===== src/rtl/sync_fifo_fwft_if.sv =====
// Handshake bundle for sync_fifo_fwft: producer side, consumer side, status and flush.
interface sync_fifo_fwft_if #(
    parameter int unsigned DATA_WIDTH = 8,
    parameter int unsigned FIFO_DEPTH = 256
);
    localparam int unsigned LB_FIFO_DEPTH = $clog2(FIFO_DEPTH);

    logic [DATA_WIDTH-1:0]  in_data;
    logic                   in_valid;
    logic                   in_ready;
    logic [DATA_WIDTH-1:0]  out_data;
    logic                   out_valid;
    logic                   out_ready;
    logic [LB_FIFO_DEPTH:0] count;
    logic                   almost_full;
    logic                   almost_empty;
    logic [LB_FIFO_DEPTH:0] max_count;
    logic                   clear;

    // Producer/consumer environment around the FIFO.
    modport master (
        output in_data, in_valid, out_ready, clear,
        input  in_ready, out_data, out_valid, count, almost_full, almost_empty, max_count
    );

    // The FIFO itself.
    modport slave (
        input  in_data, in_valid, out_ready, clear,
        output in_ready, out_data, out_valid, count, almost_full, almost_empty, max_count
    );
endinterface


===== src/rtl/sync_fifo_fwft.sv =====
// First-word-fall-through synchronous FIFO: dual-port RAM, one RAM read stage and a
// registered output word. Capacity FIFO_DEPTH words counted across all three places.
// Latency from push into an empty FIFO to out_valid is two edges; the read stage
// prefetches so back-to-back pops see no bubble.
module sync_fifo_fwft #(
    parameter int unsigned DATA_WIDTH    = 8,
    parameter int unsigned FIFO_DEPTH    = 256,
    parameter int unsigned LB_FIFO_DEPTH = $clog2(FIFO_DEPTH),
    parameter int unsigned AF_THRESH     = FIFO_DEPTH - 4,
    parameter int unsigned AE_THRESH     = 4
) (
    input logic              clk,
    input logic              rstn,
    sync_fifo_fwft_if.slave  bus
);
    localparam int unsigned CW = LB_FIFO_DEPTH + 1;
    localparam logic [CW-1:0] DepthCnt = CW'(FIFO_DEPTH);
    localparam logic [CW-1:0] AfCnt    = CW'(AF_THRESH);
    localparam logic [CW-1:0] AeCnt    = CW'(AE_THRESH);

    logic [DATA_WIDTH-1:0]    r_mem [FIFO_DEPTH];
    logic [LB_FIFO_DEPTH-1:0] r_wr_ptr;
    logic [LB_FIFO_DEPTH-1:0] r_rd_ptr;
    logic [CW-1:0]            r_count;
    logic [CW-1:0]            r_max_count;
    logic                     r_rd_valid;
    logic [DATA_WIDTH-1:0]    r_rd_data;
    logic                     r_out_valid;
    logic [DATA_WIDTH-1:0]    r_out_data;
    logic                     r_almost_full;
    logic                     r_almost_empty;

    logic                     w_in_ready;
    logic                     w_out_valid;
    logic                     w_push;
    logic                     w_pop;
    logic [CW-1:0]            w_ram_cnt;
    logic                     w_rd_take;
    logic                     w_rd_load;
    logic [CW-1:0]            w_count_d;
    logic [CW-1:0]            w_max_d;

    // Handshakes, pipeline advance conditions and next count.
    always_comb begin
        w_in_ready  = rstn & ~bus.clear & (r_count < DepthCnt);
        w_out_valid = r_out_valid & ~bus.clear;
        w_push      = bus.in_valid & w_in_ready;
        w_pop       = w_out_valid & bus.out_ready;
        // Words still sitting in RAM, not yet moved into the read stage.
        w_ram_cnt   = r_count - CW'(r_rd_valid) - CW'(r_out_valid);
        // Read stage moves into the output register when that is empty or being popped.
        w_rd_take   = r_rd_valid & (~r_out_valid | w_pop);
        // RAM read only of words written at an earlier edge, so no write/read collision.
        w_rd_load   = ~bus.clear & (w_ram_cnt != '0) & (~r_rd_valid | w_rd_take);
        w_count_d   = r_count;
        if (bus.clear) begin
            w_count_d = '0;
        end else if (w_push && !w_pop) begin
            w_count_d = r_count + CW'(1);
        end else if (w_pop && !w_push) begin
            w_count_d = r_count - CW'(1);
        end
        w_max_d = r_max_count;
        if (bus.clear) begin
            w_max_d = '0;
        end else if (w_count_d > r_max_count) begin
            w_max_d = w_count_d;
        end
    end

    // RAM write port and prefetch read into the read stage; storage is never reset.
    always_ff @(posedge clk) begin
        if (w_push) begin
            r_mem[r_wr_ptr] <= bus.in_data;
        end
        if (w_rd_load) begin
            r_rd_data <= r_mem[r_rd_ptr];
        end
    end

    // Pointers, valid flags, output word, count and status flags.
    always_ff @(posedge clk or negedge rstn) begin
        if (!rstn) begin
            r_wr_ptr       <= '0;
            r_rd_ptr       <= '0;
            r_count        <= '0;
            r_max_count    <= '0;
            r_rd_valid     <= 1'b0;
            r_out_valid    <= 1'b0;
            r_out_data     <= '0;
            r_almost_full  <= 1'b0;
            r_almost_empty <= 1'b1;
        end else begin
            r_count        <= w_count_d;
            r_max_count    <= w_max_d;
            r_almost_full  <= (w_count_d >= AfCnt);
            r_almost_empty <= (w_count_d <= AeCnt);
            if (bus.clear) begin
                r_wr_ptr    <= '0;
                r_rd_ptr    <= '0;
                r_rd_valid  <= 1'b0;
                r_out_valid <= 1'b0;
            end else begin
                if (w_push) begin
                    r_wr_ptr <= r_wr_ptr + 1'b1;
                end
                if (w_rd_load) begin
                    r_rd_ptr <= r_rd_ptr + 1'b1;
                end
                if (w_rd_load) begin
                    r_rd_valid <= 1'b1;
                end else if (w_rd_take) begin
                    r_rd_valid <= 1'b0;
                end
                if (w_rd_take) begin
                    r_out_valid <= 1'b1;
                    r_out_data  <= r_rd_data;
                end else if (w_pop) begin
                    r_out_valid <= 1'b0;
                end
            end
        end
    end

    assign bus.in_ready     = w_in_ready;
    assign bus.out_valid    = w_out_valid;
    assign bus.out_data     = r_out_data;
    assign bus.count        = r_count;
    assign bus.max_count    = r_max_count;
    assign bus.almost_full  = r_almost_full;
    assign bus.almost_empty = r_almost_empty;
endmodule


===== src/flat_wrapper.sv =====
// flat-port wrapper written by rule: the top's interface ports become plain ports
module sync_fifo_fwft_flat 
#(
    parameter int unsigned DATA_WIDTH    = 8,
    parameter int unsigned FIFO_DEPTH    = 256,
    parameter int unsigned LB_FIFO_DEPTH = $clog2(FIFO_DEPTH),
    parameter int unsigned AF_THRESH     = FIFO_DEPTH - 4,
    parameter int unsigned AE_THRESH     = 4
)
  (clk, rstn, bus_in_data, bus_in_valid, bus_out_ready, bus_clear, bus_in_ready, bus_out_data, bus_out_valid, bus_count, bus_almost_full, bus_almost_empty, bus_max_count);
  sync_fifo_fwft_if #(.DATA_WIDTH(DATA_WIDTH), .FIFO_DEPTH(FIFO_DEPTH)) bus_i ();
  input logic clk;
  input logic rstn;
  input wire logic [$bits(bus_i.in_data)-1:0] bus_in_data;
  input wire logic [$bits(bus_i.in_valid)-1:0] bus_in_valid;
  input wire logic [$bits(bus_i.out_ready)-1:0] bus_out_ready;
  input wire logic [$bits(bus_i.clear)-1:0] bus_clear;
  output wire logic [$bits(bus_i.in_ready)-1:0] bus_in_ready;
  output wire logic [$bits(bus_i.out_data)-1:0] bus_out_data;
  output wire logic [$bits(bus_i.out_valid)-1:0] bus_out_valid;
  output wire logic [$bits(bus_i.count)-1:0] bus_count;
  output wire logic [$bits(bus_i.almost_full)-1:0] bus_almost_full;
  output wire logic [$bits(bus_i.almost_empty)-1:0] bus_almost_empty;
  output wire logic [$bits(bus_i.max_count)-1:0] bus_max_count;
  assign bus_i.in_data = bus_in_data;
  assign bus_i.in_valid = bus_in_valid;
  assign bus_i.out_ready = bus_out_ready;
  assign bus_i.clear = bus_clear;
  assign bus_in_ready = bus_i.in_ready;
  assign bus_out_data = bus_i.out_data;
  assign bus_out_valid = bus_i.out_valid;
  assign bus_count = bus_i.count;
  assign bus_almost_full = bus_i.almost_full;
  assign bus_almost_empty = bus_i.almost_empty;
  assign bus_max_count = bus_i.max_count;
  sync_fifo_fwft #(.DATA_WIDTH(DATA_WIDTH), .FIFO_DEPTH(FIFO_DEPTH), .LB_FIFO_DEPTH(LB_FIFO_DEPTH), .AF_THRESH(AF_THRESH), .AE_THRESH(AE_THRESH)) u_core (.clk(clk), .rstn(rstn), .bus(bus_i));
endmodule

===== config.mk =====
export PLATFORM = sky130hd
export DESIGN_NAME = sync_fifo_fwft_flat
export DESIGN_NICKNAME = d
export VERILOG_FILES = /design/src/rtl/sync_fifo_fwft_if.sv /design/src/rtl/sync_fifo_fwft.sv /design/src/flat_wrapper.sv
export SDC_FILE = /design/constraint.sdc
export NUM_CORES = 2
export LEC_CHECK = 0
export ABC_AREA = 0
export CAP_MARGIN = 10
export CORE_ASPECT_RATIO = 0.7
export CORE_MARGIN = 1
export CORE_UTILIZATION = 48
export CTS_CLUSTER_SIZE = 14
export DETAILED_ROUTE_END_ITERATION = 16
export PLACE_DENSITY_LB_ADDON = 0.3
export SYNTH_ARGS = -nofsm -noshare
export SYNTH_HDL_FRONTEND = slang
export SYNTH_SLANG_ARGS = --single-unit

===== constraint.sdc =====
create_clock -name clk -period 4.2 [get_ports clk]
set_input_delay 1.26 -clock clk [delete_from_list [all_inputs] [get_ports clk]]
set_output_delay 1.26 -clock clk [all_outputs]
set_load 0.02 [all_outputs]

==> results.md <==
* Sw power at approximately 14000 uW
* Drt drc at 0
* Critical Path AT at between 2000 and 3000 ps
* Seq/Total Area, Yosys at 0.754
* Outcome: completed
* Clock transition at path regs at around 60 ps
* # H-tree levels at 4
* Final ANT Viol Nets at 0
* Register-to-register setup slack at 340 ps
* Average routed wire per standard cell at between 30 and 40 microns
* LEAKAGE at 0.0308 uW
* Gr ovfl total at 0
* Vias per cell at roughly 6
* Cts bufs inserted at between 150 and 200
* Clk sinks at around 2100
* Cts hold-fix bufs at 0
* Post-Route WL at about 220000 microns
* Pwr Density at 532 nW/um^2
* CTS root buf: clkbuf_16
* Clock Latency Late Sink at roughly 860 ps
* F_max at between 200 and 250 MHz
* Sequential cell area at roughly 63000 sq um
* Max-cap violations at 0
* # setup viols final at 0
* Post-synth cell types at between 70 and 80
* Setup crit start: bus_clear
* Vias at between 40000 and 50000
* Total power draw at slightly above 50000 uW
* Slew HR at 0.153
* Async SR Flop Fraction at 0.0219
* Hold path startpoint: u_core.r_rd_data[3]
* Routability cong. at around 0.9
* Layout cells sized above 1 at 0.240
* Final TNS setup at 0 ps
* RSZ-0062 raised after global routing: false
* DRT iter0 DRCs at roughly 6000
* Tightest Pin Transition at approximately 1300 ps
* Die area at 175000 sq um
* VDD IR max at around 430 uV
* Max Slew Vio Count at 0
* Pre-antenna DRT Iters at 6
* Die Ht at 351 microns
* Die width at ~500 microns
* Clk_skew at between 50 and 60 ps
* Post-Syn Area at 83400 sq um
* Clock network power share at 0.326
* Setup repair bufs after CTS at 0
* Reg2reg start: u_core.bus.count[0]
* Final instance area at between 90000 and 100000 sq um
* Hold Fails Final Rpt at 0
* Final worst setup slack at ~200 ps
* Number of synthesized flops with an enable pin at just over 2000
* Net Sw Frac at 0.273
* Pre-CTS setup slack at -604 ps
* Hold path depth at 1
* Worst path required time at between 2000 and 3000 ps
* Critical path fanouts, max at 17
* CTS tree: done
* Placed inst area at a little under 90000 sq um
* Largest net degree at the start of global routing at 110
* Fillcell total at between 10000 and 15000
* Internal power at roughly 37000 uW
* Port-buffer cells at 42
* Vias in the first global route at ~43000
* DPL Wire Length at ~140000 microns
* Reg2Reg Depth at 10
* Syn. warnings at 0
* Dominant synthesized flop cell: edfxtp_1
* Util after Layout at 0.555
* Startpoint Class: input pin
* Syn avg cell area at about 20 sq um
* Total track usage at 0.254
* Setup crit end kind: output pin
* Initial antenna violation count at 6
* Multi-input gate area at roughly 19000 sq um
* First-pass GRT wire length at about 320000 microns
* Gate power share at 0.215
* Nets@finish at approximately 4800
* Hold Path End: u_core.bus.out_data[3]
* Synth-to-layout area growth at 14.3%
* Post-Syn Instances at around 4200
* FF-to-FF End: u_core.r_rd_data[7]
* CP Class: input pin to output pin
* Post-synth net total at roughly 4300
* Row cnt at 127
* I/O pins at between 40 and 50
* Core Area at approximately 170000 sq um
* Hold/Removal Path Class: flop to flop
* Clock Path Buffers at 3
* Minimum clock period at 4000 ps
* Final period util at 0.953
* Resized cells post-CTS at 0
* Sequential share of power at 0.460
* Starting density of the core at 0.485
* Synthesized flop and latch total at about 2100
## placed cells by master, fill, tap and decap left out, types with 10 or more instances in the layout
cell and n:
o21ai_0 35, nand4_1 11, clkbuf_1 58, clkbuf_16 188, nand2b_1 12, edfxtp_1 2056, clkbuf_8 14, buf_12 46
mux2_2 19, a21oi_1 105, nor3_1 35, mux4_1 39, clkinv_1 41, nand2_2 12, nor4_1 23, mux2i_1 325
clkdlybuf4s50_1 32, mux4_2 332, nand2_1 111, xor2_1 13, ha_1 18, o221ai_1 136, a211oi_1 14, inv_1 22
o22ai_1 64, dfrtp_1 41, clkinv_2 20, nor2_1 324, nor2b_1 15, buf_4 491, o31ai_1 10, and3_1 10
a22oi_1 33, nand3_1 30
## metal layers
layer	wire, microns	vias to the layer above	global-route usage
li1	-	18448	-
met1	93000	23378	0.376
met2	96800	2436	0.362
met3	26400	319	0.0766
met4	5710	2	0.0733
met5	12	-	0
## power by group through the flow
stage	clock, uW	combinational [uW]	sequential [uW]
finish	16500	10900	23300
global placement	0	10800	23800
detailed placement	0	10900	23800
floorplan	0	7810	23800
global route	17500	11400	23300
CTS	16700	10900	23300
## final cells by class
type                       instances  share of cell area
clock buffer                     252              0.0525
inverter                          24             0.00102
clock inverter                    85             0.00865
multi-input combinational       1846               0.195
tap                             2322              0.0305
sequential                      2102               0.660
antenna                            3           0.0000787
timing repair buffer             579              0.0530
## cell usage after synthesis (14+ instances only)
master    instances  area, sq um
mux4_2          332         7480
a21oi_1         105          526
a211oi_1         14          105
o21ai_0          35          175
mux4_1           39         1020
nand2_1         123          462
o221ai_1        136         1190
ha_1             18          225
nor2_1          329         1230
clkbuf_1        106          398
dfrtp_1          45         1130
mux2i_1         325         3250
inv_1            22         82.6
buf_12           27          541
mux2_2           19          214
nor2b_1          15         93.8
nor3_1           35          175
buf_6            35          394
nor4_1           23          144
buf_1            14         52.6
a22oi_1          33          248
edfxtp_1       2056        61700
o22ai_1          64          400
buf_2            36          180
nand3_1          30          150
## flip-flops by register name, indices dropped and copies added (netlist names)
register and count:
u_core.r_rd_valid 1, u_core.bus.almost_empty 1, u_core.r_wr_ptr 8, u_core.r_rd_data 8, u_core.bus.max_count 9, u_core.r_rd_ptr 8, u_core.bus.count 9, u_core.bus.out_data 8
u_core.r_out_valid 1, u_core.bus.almost_full 1, u_core.r_mem 2048
## per-stage QoR
step / hold slack, ps / std cells
after global placement: 470 / 6873
after floorplan: 454 / 4223
final: 482 / 7213
after global routing: 493 / 7210
after CTS: 438 / 7210
after detailed placement: 472 / 6873
## worst max path at each step
| stage | slack (ps) | cells after the start | end |
|---|---|---|---|
| CTS | 40 | 5 | bus_out_valid |
| global route | 130 | 4 | bus_in_ready |
| floorplan | 160 | 16 | u_core.bus.max_count[1] |
| detailed placement | -600 | 14 | u_core.bus.max_count[0] |
| finish | 200 | 4 | bus_in_ready |
| global placement | -560 | 14 | u_core.bus.max_count[2] |
## critical path, stage by stage
cell             delay (ps)
clkdlybuf4s50_1         440
buf_4                   210
nor3b_1                 200
clkdlybuf4s50_1         630
## kinds of logic after synthesis
group                      count (synthesis)  share of synthesized area
and+or+nand+nor                          633                     0.0340
muxes                                    715                      0.143
DFF                                     2102                      0.754
AOI/OAI and AO/OA                        457                     0.0389
xor gates and xnor gates                  22                    0.00231
adders and majority gates                 19                    0.00294
buffers and inverters                    275                     0.0246
(Power assumes the default switching activity.)
